[src/rtl/wb_commit.sv]
// Writeback stage: in-order pending-write queue that pairs issue requests with ALU/LSU results.
// Optional pending-destination scoreboard on busy_o, enabled by defining WB_SCOREBOARD_EN.
module wb_commit #(
  parameter int unsigned DEPTH  = 2,
  parameter int unsigned ADDR_W = 5,
  parameter int unsigned DATA_W = 32
) (
  input  logic                     clk_i,
  input  logic                     rst_ni,
  input  logic                     req_rf_w_i,
  input  logic [ADDR_W-1:0]        rf_waddr_i,
  input  logic                     rf_soursel_i,
  output logic                     req_rf_ready_o,
  input  logic                     alu_valid_i,
  input  logic [DATA_W-1:0]        alu_result_i,
  output logic                     alu_ready_o,
  input  logic                     lsu_rvalid_i,
  input  logic [DATA_W-1:0]        lsu_rdata_i,
  input  logic                     lsu_err_i,
  output logic                     rf_we_o,
  output logic [ADDR_W-1:0]        rf_waddr_o,
  output logic [DATA_W-1:0]        rf_wdata_o,
  output logic                     lsu_err_o,
  output logic                     proto_err_o,
  output logic [$clog2(DEPTH):0]   pending_cnt_o,
  output logic [31:0]              busy_o
);

  localparam int unsigned PTR_W = $clog2(DEPTH);
  localparam int unsigned CNT_W = PTR_W + 1;
  localparam logic [PTR_W-1:0] PTR_ONE = 1;
  localparam logic [CNT_W-1:0] CNT_ONE = 1;
  localparam logic [CNT_W-1:0] CNT_FULL = CNT_W'(DEPTH);

  typedef enum logic [1:0] {
    S_EMPTY,
    S_WAIT_ALU,
    S_WAIT_LSU
  } head_state_t;

  head_state_t       state, state_nxt;
  logic [ADDR_W-1:0] addr_q [DEPTH];
  logic              src_q  [DEPTH];
  logic [PTR_W-1:0]  wr_ptr, rd_ptr, rd_ptr_inc, head_ptr_nxt;
  logic [CNT_W-1:0]  count, count_nxt;
  logic              enq, deq, deq_alu, deq_lsu, head_src_nxt, we_nxt;
  logic [ADDR_W-1:0] head_addr;
  logic [DATA_W-1:0] wdata_sel;

  assign req_rf_ready_o = (count != CNT_FULL);
  assign enq            = req_rf_w_i && req_rf_ready_o;
  assign pending_cnt_o  = count;
  assign head_addr      = addr_q[rd_ptr];
  assign rd_ptr_inc     = rd_ptr + PTR_ONE;

  // Head state tracks the entry that will sit at the head after this edge,
  // including a request written this cycle when it becomes the only entry.
  always_comb begin
    deq_alu      = 1'b0;
    deq_lsu      = 1'b0;
    alu_ready_o  = 1'b0;
    state_nxt    = S_EMPTY;
    count_nxt    = count;
    head_ptr_nxt = rd_ptr;
    head_src_nxt = 1'b0;
    case (state)
      S_WAIT_ALU: begin
        deq_alu     = alu_valid_i;
        alu_ready_o = alu_valid_i;
      end
      S_WAIT_LSU: deq_lsu = lsu_rvalid_i;
      default: ;
    endcase
    deq = deq_alu || deq_lsu;
    if (enq && !deq)      count_nxt = count + CNT_ONE;
    else if (!enq && deq) count_nxt = count - CNT_ONE;
    if (deq) head_ptr_nxt = rd_ptr_inc;
    if (enq && (head_ptr_nxt == wr_ptr)) head_src_nxt = rf_soursel_i;
    else                                 head_src_nxt = src_q[head_ptr_nxt];
    if (count_nxt != '0) state_nxt = head_src_nxt ? S_WAIT_LSU : S_WAIT_ALU;
  end

  always_ff @(posedge clk_i or negedge rst_ni) begin
    if (!rst_ni) state <= S_EMPTY;
    else         state <= state_nxt;
  end

  always_ff @(posedge clk_i or negedge rst_ni) begin
    if (!rst_ni) begin
      wr_ptr <= '0;
      rd_ptr <= '0;
      count  <= '0;
      for (int unsigned i = 0; i < DEPTH; i++) begin
        addr_q[i] <= '0;
        src_q[i]  <= 1'b0;
      end
    end else begin
      if (enq) begin
        addr_q[wr_ptr] <= rf_waddr_i;
        src_q[wr_ptr]  <= rf_soursel_i;
        wr_ptr         <= wr_ptr + PTR_ONE;
      end
      if (deq) rd_ptr <= rd_ptr_inc;
      count <= count_nxt;
    end
  end

  assign wdata_sel = deq_lsu ? lsu_rdata_i : alu_result_i;
  assign we_nxt    = deq && (head_addr != '0) && !(deq_lsu && lsu_err_i);

  always_ff @(posedge clk_i or negedge rst_ni) begin
    if (!rst_ni) begin
      rf_we_o     <= 1'b0;
      rf_waddr_o  <= '0;
      rf_wdata_o  <= '0;
      lsu_err_o   <= 1'b0;
      proto_err_o <= 1'b0;
    end else begin
      rf_we_o   <= we_nxt;
      lsu_err_o <= deq_lsu && lsu_err_i;
      if (we_nxt) begin
        rf_waddr_o <= head_addr;
        rf_wdata_o <= wdata_sel;
      end
      if (lsu_rvalid_i && (state != S_WAIT_LSU)) proto_err_o <= 1'b1;
    end
  end

`ifdef WB_SCOREBOARD_EN
  logic [31:0] busy;

  always_comb begin
    busy = '0;
    for (int unsigned k = 0; k < DEPTH; k++) begin
      if (CNT_W'(k) < count) busy[addr_q[rd_ptr + PTR_W'(k)]] = 1'b1;
    end
    busy[0] = 1'b0;
  end

  assign busy_o = busy;
`else
  assign busy_o = '0;
`endif

endmodule

[config.mk]
export PLATFORM = sky130hd
export DESIGN_NAME = wb_commit
export DESIGN_NICKNAME = d
export VERILOG_FILES = /design/src/rtl/wb_commit.sv
export SDC_FILE = /design/constraint.sdc
export NUM_CORES = 1
export LEC_CHECK = 0
export CORE_MARGIN = 2
export CORE_UTILIZATION = 36
export CTS_CLUSTER_DIAMETER = 120
export DETAILED_ROUTE_END_ITERATION = 10
export PLACE_DENSITY = 0.85
export SYNTH_ARGS = -nofsm -noshare
export SYNTH_HDL_FRONTEND = slang
export SYNTH_SLANG_ARGS = --single-unit
[constraint.sdc]
create_clock -name clk_i -period 1.8 [get_ports clk_i]
set_input_delay 0.54 -clock clk_i [delete_from_list [all_inputs] [get_ports clk_i]]
set_output_delay 0.54 -clock clk_i [all_outputs]
set_load 0.05 [all_outputs]
== Word-level counts from Yosys, hierarchy flattened ==
Cells that the tools add are included.
Storage, ports and cells
  bits of input ports: 76
  register bits: 58
Operators by class
  reduce and logical (&&, ||, !) cells: 15
  add/sub/neg operators: 4
  eq/ne operators: 5
  bitwise logic cells: 3
  magnitude comparators: 4
  multiplexer cells: 21
Operator list (number)
  32-bit two-way mux: 1
  5-bit two-way mux: 4
  10-bit bitwise mux: 1
  1-bit logical AND: 9
  1-bit two-way mux: 8
  2-bit two-way mux: 4
  2-bit greater-or-equal comparator, second input constant: 3
  1-bit inverter with 2-bit output: 3
  5-bit demux with 1-bit select: 1
  5-bit nonzero test: 1
  2-bit inequality test, second input constant: 2
  1-bit zero test: 3
  1-bit adder, second input constant: 2
  2-bit by 1-bit adder with 2-bit output, second input constant: 1
  2-bit bitwise mux: 1
  2-bit by 1-bit equality test with 1-bit output, second input constant: 1
  2-bit equality test, second input constant: 1
  2-bit by 1-bit less-than comparator with 1-bit output, second input constant: 1
  2-bit nonzero test: 1
  2-bit by 1-bit subtractor with 2-bit output, second input constant: 1
  1-bit demux with 1-bit select: 1
  1-bit equality test: 1
  1-bit logical OR: 1

== Depth between registers and ports, before layout ==
Gate-level depths: netlist of run 1.
  depth in word-level cells: 11
  gate-level depth with buffers: 8
  mapped depth without buffers: 7

== Least setup slack after synthesis of run 1 ==
Ideal clock, no wire load.
  path type: register to register
  start point: register count[0], in the netlist pending_cnt_o[0]
  end point: register state[0]
  required time: 1.679 ns
  slack: -0.290 ns
  data arrival time: 1.969 ns
  clock period less this slack: 2.090 ns
  stages on the path, launching flop included: 8
  path through: dfrtp_1 > inv_1 > ha_1 > nor2b_1 > clkbuf_1 > nand3_1 > mux2_1 > and4b_1
Between the ends
  longest elaborated chain between the ends: 8
  elaborated cells between the ends (all ways): 14
  classes of those cells: add/sub (2); eq/ne (1); mux (5); reduce/logical (6)
RTL lines
  from (decl): line 45  | logic [CNT_W-1:0] count, count_nxt;
  from (signal assigned): line 104  | count <= count_nxt;
  2-bit inequality test: line 50  | assign req_rf_ready_o = (count != CNT_FULL);
  1-bit logical AND: line 51  | assign enq = req_rf_w_i && req_rf_ready_o;
  1-bit zero test: line 76  | else if (!enq && deq) count_nxt = count - CNT_ONE;
  1-bit logical AND: line 76
  2-bit two-way mux: line 76
  2-bit two-way mux: line 75  | if (enq && !deq) count_nxt = count + CNT_ONE;
  2-bit nonzero test: line 80  | if (count_nxt != '0) state_nxt = head_src_nxt ? S_WAIT_LSU : S_WAIT_ALU;
  2-bit two-way mux *: line 80
  named net state_nxt[0]: line 41  | head_state_t state, state_nxt;
  to (signal assigned): line 85  | else state <= state_nxt;
  to (decl): line 41
The timed path passes the listed nets; every way through them passes the cells marked *.
A chain may end at the register's enable or synchronous reset.

== Final worst setup path of run 1 ==
  start point: register addr_q[6] (netlist name)
  end point: register rf_wdata_o[16]
Between the ends
  longest elaborated chain between the ends: 6
RTL lines
  from (decl): line 42  | logic [ADDR_W-1:0] addr_q [DEPTH];
  from (signal, indexed assignment): line 99  | addr_q[wr_ptr] <= rf_waddr_i;
  5-bit two-way mux (implied by the code) (3 in series): line 53  | assign head_addr = addr_q[rd_ptr];
  5-bit nonzero test: line 109  | assign we_nxt = deq && (head_addr != '0) && !(deq_lsu && lsu_err_i);
  1-bit logical AND (2 in series): line 109
  to (signal assigned): line 123  | rf_wdata_o <= wdata_sel;
  to (decl): line 22  | output logic [DATA_W-1:0] rf_wdata_o,
Every way passes these cells. The select of a mux whose other input is x is not followed.

==> results of run 1 <==
## worst register-to-register path, cell delays in order, from the launching register on
cell and delay (ps):
dfrtp_1 390, or4_4 570, o311a_4 400, clkbuf_16 210, a21oi_1 170
## registers in the layout, indices dropped and copies added (netlist names)
register / count
lsu_err_o: 1
proto_err_o: 1
rf_waddr_o: 5
addr_q: 10
rf_we_o: 1
wr_ptr: 1
pending_cnt_o: 2
src_q: 2
rf_wdata_o: 32
state: 2
rd_ptr: 1
## cells by family (layout without fill, tap and decap cells)
group,after synthesis,in the layout,synth area share
xor gates and xnor gates,4,4,0.0119
other,1,32,0.00127
DFF,58,58,0.492
AOI/OAI and AO/OA,52,53,0.0970
and+or+nand+nor,62,62,0.0945
muxes,50,50,0.174
adders and majority gates,1,1,0.00424
buffers and inverters,54,174,0.125
## metrics by stage
stage                     power, mW  instance area [sq um]
after floorplan                5.77                   3080
after global placement         7.46                   4280
after detailed placement       7.62                   4280
after CTS                      8.89                   4510
after global routing           10.3                   4910
final                          9.76                   4910
## cell usage in the layout (no fill, tap or decap), drive strengths merged, types with 2 or more instances in the layout
cell type / Yosys / layout
clkdlybuf4s50: 0 / 72
buf: 43 / 71
dfrtp: 58 / 58
nor2: 40 / 40
mux2i: 39 / 39
a21oi: 39 / 39
conb: 1 / 32
clkbuf: 3 / 16
mux2: 11 / 11
inv: 8 / 8
nand2: 7 / 7
xnor2: 4 / 4
a31oi: 3 / 3
nand3: 3 / 3
nand2b: 3 / 3
o21ai: 3 / 3
nand3b: 2 / 2
o311a: 1 / 2
clkinvlp: 0 / 2
clkinv: 0 / 2
## routing by layer
metal  wire [um]  up-vias  part of all wire  track usage
li1            -     1210                 -            -
met1        3130     1227              0.38        0.176
met2        4550       94              0.55        0.283
met3         455       11             0.055       0.0543
met4         126        0             0.015       0.0628
met5           0        -                 0            0
## power breakdown
part	switching (mW)	internal, mW
registers	0.621	1.96
logic	3.43	2.60
clock network	0.514	0.635
## final cells by class
type	instances	share of cell area
Clock buffer	11	0.0268
Clock inverter	5	0.0112
Inverter	8	0.00612
Multi-Input combinational cell	202	0.308
Sequential cell	58	0.296
Tap cell	105	0.0268
Timing Repair Buffer	150	0.325
## how the worst max path moves through the flow
| stage | start | endpoint | slack (ps) | cells after the start |
|---|---|---|---|---|
| final | addr_q[6] | rf_wdata_o[16] | -50 | 4 |
| after global routing | addr_q[6] | rf_wdata_o[16] | -90 | 4 |
| after CTS | lsu_rvalid_i | state[0] | -20 | 6 |
| after detailed placement | lsu_rvalid_i | state[0] | -390 | 7 |
| after global placement | lsu_rvalid_i | state[0] | -320 | 7 |
| after floorplan | pending_cnt_o[0] | state[0] | 30 | 7 |
## repair_timing
action,4_1_cts,5_1_grt
pin swaps,2,6
resized for setup,7,62
endpoints found under the setup margin,9,39
gates cloned,0,7
buffers inserted,3,3
==> impl_metrics.py, run 1 <==
metrics = {
    "timing": {
        "finalClockSkew_ps": 10.9,
        "min_period_ps": 1850,
        "setup_viol": 20,
        "relSlewSlack": 0.665,
        "rsz0062_at_grt": "yes",
        "setup_slack_ps": -47.2,
        "tns_ps": -213,
        "hold_viol": 0,
        "hold_slack_ps": 192,
        "tightest_slew_ps": 502,
        "final.period_utilization": 1.03,
        "clock.fmax_ghz": 0.541,
        "slew_viol_final": 0,
    },
    "critical_path": {
        "critPathLaunchType": "flop",
        "cp_data_required_time_ps": 2040,
        "reg2reg_setup_slack_ps": -50,
        "max_stage_delay_ps": 570,
        "path_buf_inv": 1,
        "path_max_fanout": 18,
        "worstSetupEndpointType": "flop",
        "r2r-start": "addr_q[6]",
        "cp.arrival_ps": 2080,
        "crit_family": "compound AO/OA/AOI/OAI gates",
        "critical_path.cell_chain": "or4_4 > o311a_4 > clkbuf_16 > a21oi_1",
        "r2r_cells": 4,
        "path_class": "reg -> reg",
        "slowest_stage": "or4_4",
        "r2r_end": "rf_wdata_o[16]",
    },
    "synth": {
        "yosys.area.top_type": "dfrtp_1",
        "synth_cell_types": 35,
        "syn_area_sq_mm": 0.00295,
        "synth_seq_cells": 58,
        "syn_avg_cell_area_sq_um": 10.5,
        "synthTopCellsByArea": "dfrtp_1, mux2i_1, buf_4",
        "async_reset_ff_frac": 1.00,
        "syn_inst": 282,
        "ys_seq_area_frac": 0.492,
        "yosysMostFrequentCell": "dfrtp_1",
        "synth_top_flop_cell": "dfrtp_1",
        "ys.warnings.count": 0,
        "synth_edf_count": 0,
        "synth_top_area_share": 0.492,
        "synth_common_cells": "dfrtp_1, nor2_1, a21oi_1, mux2i_1, buf_4",
    },
    "grt": {
        "antenna_found_initial": 0,
        "grt_pass1_vias": 2405,
        "grt_pass1_wl_um": 11000,
        "grtUsageTotal": 0.160,
        "grt.overflow.total": 0,
        "grt_max_degree": 59,
    },
    "place": {
        "hpwl_um": 5370,
        "io_buffers": 119,
        "dp_cells": 510,
        "dpl_worst_slack_ps": -388,
        "gp_congestion": 0.815,
    },
    "outcome": {
        "violations": "negative setup slack",
        "outcome": "finished with violations",
    },
    "pwr": {
        "pwr_density_cell_mw_per_mm2": 1990,
        "leakage_nw": 2.29,
        "vdd_drop_max_uv": 1190,
    },
    "clocking": {
        "root_buffer": "clkbuf_8",
        "htreeDepth": 3,
        "path_clk_slew_ps": 70,
        "cts_tree": "done",
        "hold_buffers": 0,
        "clk_latency_ps": 330,
        "clockBufferDepth": 2,
        "cts.sinks": 58,
        "cts_buffers": 9,
    },
    "route": {
        "firstDrtPassIters": 4,
        "vias": 2542,
        "drtIter0Drc": 86,
        "wirelength_um": 8260,
        "drc_errors": 0,
        "via_per_inst": 4.72,
        "final_antenna_net_count": 0,
        "wl_per_cell_um": 15.3,
    },
    "layout": {
        "area_growth_pct": 66.3,
        "drive_above_1_share": 0.362,
        "layoutNonFillerInstCount": 539,
        "utilization": 0.607,
        "nets": 506,
        "multi_input_area_sq_mm": 0.00151,
        "fill_cells": 645,
        "register_area_sq_mm": 0.00145,
        "diodes": 0,
    },
    "die": {
        "die_h_um": 94.6,
        "fp-row-count": 33,
        "die_w_um": 94.6,
        "die-area_sq_mm": 0.00894,
        "io_pins": 152,
        "start_util": 0.365,
        "core_sq_mm": 0.00809,
    },
    "min_path": {
        "hp-class": "in -> async",
    },
    "job": {
        "cap_violations": 0,
    },
}
Power figures use the tool's default switching activity.
==> run 2, diff against run 1 <==
Settings changed: CORE_UTILIZATION 36 to 37, CTS_BUF_LIST from default to sky130_fd_sc_hd__clkbuf_4 sky130_fd_sc_hd__clkbuf_8, PLACE_DENSITY 0.85 to 0.87.
==> run 2 against run 1 <==
Effect of this change:
- the flow now finishes without violations
- worst setup slack improved by 100 ps
- first-iteration DRC count is 42% higher
- worst hold slack worse by 2.5 ps
- sequential cell count unchanged
- via count is 2.9% lower
- sequential power fell by 5%
- clock-buffer cell count rose by 1
- utilization is 0.60 points lower
- clock skew shrank 6.9 ps
- die area shrank 2.6%
- total power down 5.0%
- critical path depth up 2
- largest power group unchanged
- highest routed layer unchanged
==> impl_metrics.py, run 2 (synthesized netlist as in run 1, its figures left out) <==
metrics = {
    "timing": {
        "setup_slack_ps": 54.9,
        "min_period_ps": 1750,
        "setup_viol": 0,
        "final.period_utilization": 0.970,
        "hold_slack_ps": 189,
        "clock.fmax_ghz": 0.573,
        "hold_viol": 0,
        "slew_viol_final": 0,
        "finalClockSkew_ps": 4.02,
        "rsz0062_at_grt": "yes",
    },
    "clocking": {
        "root_buffer": "clkbuf_8",
        "cts.sinks": 58,
        "clk_latency_ps": 320,
        "hold_buffers": 0,
        "htreeDepth": 3,
        "path_clk_slew_ps": 60,
        "clockBufferDepth": 2,
        "cts_buffers": 9,
        "cts_tree": "done",
    },
    "critical_path": {
        "critical_path.cell_chain": "clkdlybuf4s50_1 > nor2b_1 > buf_4 > nand3_1 > mux2_4 > and4b_1",
        "max_stage_delay_ps": 490,
        "path_depth": 6,
        "crit_family": "buffers and inverters",
        "critPathLaunchType": "input port",
        "cp.arrival_ps": 1960,
        "path_class": "in -> reg",
        "path_max_fanout": 7,
        "r2r_cells": 5,
        "slowest_stage": "clkdlybuf4s50_1",
        "cp_data_required_time_ps": 2010,
        "worstSetupEndpointType": "flop",
        "path_buf_inv": 2,
    },
    "layout": {
        "register_area_sq_mm": 0.00145,
        "reg_top3": "rf_wdata_o (32), addr_q (10), rf_waddr_o (5)",
        "multi_input_area_sq_mm": 0.00132,
        "drive_above_1_share": 0.266,
        "final_cell_area_sq_mm": 0.00464,
        "largest_reg_flops": 32,
        "fill_cells": 615,
        "final_common_cell": "clkdlybuf4s50_1",
        "layout_common_cells": "clkdlybuf4s50_1, dfrtp_1, buf_4",
        "regMostFlops": "rf_wdata_o",
        "diodes": 0,
        "layoutNonFillerInstCount": 530,
        "nets": 500,
        "area_growth_pct": 57.2,
    },
    "route": {
        "drc_errors": 0,
        "firstDrtPassIters": 4,
        "drtIter0Drc": 122,
        "wl_per_cell_um": 13.8,
        "vias": 2468,
        "via_per_inst": 4.66,
        "wirelength_um": 7330,
        "final_antenna_net_count": 0,
    },
    "pwr": {
        "power_mw": 9.27,
        "leakage_nw": 2.23,
        "pwr_density_cell_mw_per_mm2": 2000,
        "vdd_drop_max_uv": 1050,
    },
    "outcome": {
        "outcome": "finished clean",
    },
    "die": {
        "io_pins": 152,
        "die_w_um": 93.3,
        "start_util": 0.382,
        "core_sq_mm": 0.00773,
        "die-area_sq_mm": 0.00871,
        "fp-row-count": 32,
        "die_h_um": 93.3,
    },
    "grt": {
        "grtUsageTotal": 0.170,
        "antenna_found_initial": 0,
        "grt_pass1_vias": 2536,
        "grt_pass1_wl_um": 11600,
        "grt.overflow.total": 0,
        "grt_max_degree": 59,
    },
    "place": {
        "dpl_cell_area_sq_mm": 0.00428,
        "dp_cells": 506,
        "io_buffers": 119,
        "hpwl_um": 5330,
        "dpl_worst_slack_ps": -420,
        "gp_congestion": 0.830,
    },
    "job": {
        "cap_violations": 0,
    },
    "min_path": {
        "hp-class": "in -> async",
    },
}
[run 2: cell types whose count changed in the layout (fill, tap and decap cells not counted), sizes merged]
| cell | change |
|---|---|
| clkinvlp | -1 |
| dlymetal6s2s | -1 |
| o311a | -1 |
| clkbuf | -4 |
| clkinv | -1 |
| bufinv | +1 |
| dlygate4sd2 | +1 |
[run 2: layout make-up]
| class | instances | area share |
|---|---|---|
| Timing Repair Buffer | 145 | 0.318 |
| Sequential cell | 58 | 0.313 |
| Multi-Input combinational cell | 201 | 0.284 |
| Clock buffer | 12 | 0.0356 |
| Tap cell | 102 | 0.0275 |
| Clock inverter | 4 | 0.0156 |
| Inverter | 8 | 0.00647 |
[run 2: power breakdown]
group / internal, mW / switching, mW
sequential: 1.95 / 0.493
clock: 0.891 / 0.510
combinational: 2.25 / 3.17
[run 2: stage by stage]
step	setup TNS, ps	util
final	0	0.601
after global routing	-6.51	0.601
after CTS	0	0.596
after detailed placement	-17250	0.554
after global placement	-14490	0.554
after floorplan	0	-
[run 2: path summary, 6_finish.rpt]
| check | slack, ps | to | from |
|---|---|---|---|
| worst max-delay path | 50 | state[0] | req_rf_w_i |
| worst min-delay path | 190 | src_q[1] | rst_ni |
| worst max register to register | 60 | rf_wdata_o[11] | addr_q[7] |
| worst min register to register | 470 | proto_err_o | proto_err_o |
| max in group asynchronous | 1320 | rf_wdata_o[6] | rst_ni |
| min in group clk_i | 470 | proto_err_o | proto_err_o |
[run 2: routing by layer]
layer,track usage,vias up,wire length [um]
met5,0,-,0
met4,0.0441,0,46
met3,0.0604,5,518
met2,0.308,89,4060
met1,0.188,1181,2700
li1,-,1193,-
[run 2: what timing repair did]
action	4_1_cts	5_1_grt
pin swaps	3	1
setup endpoints to repair	40	17
gates cloned	0	0
resized for setup	13	5
setup buffers	5	3
[run 2: worst register-to-register path, stage by stage, from the launching register on]
cell and delay, ps:
dfrtp_1 370, or4_1 540, o311a_4 370, buf_12 180, nor2_1 110, a21oi_1 50
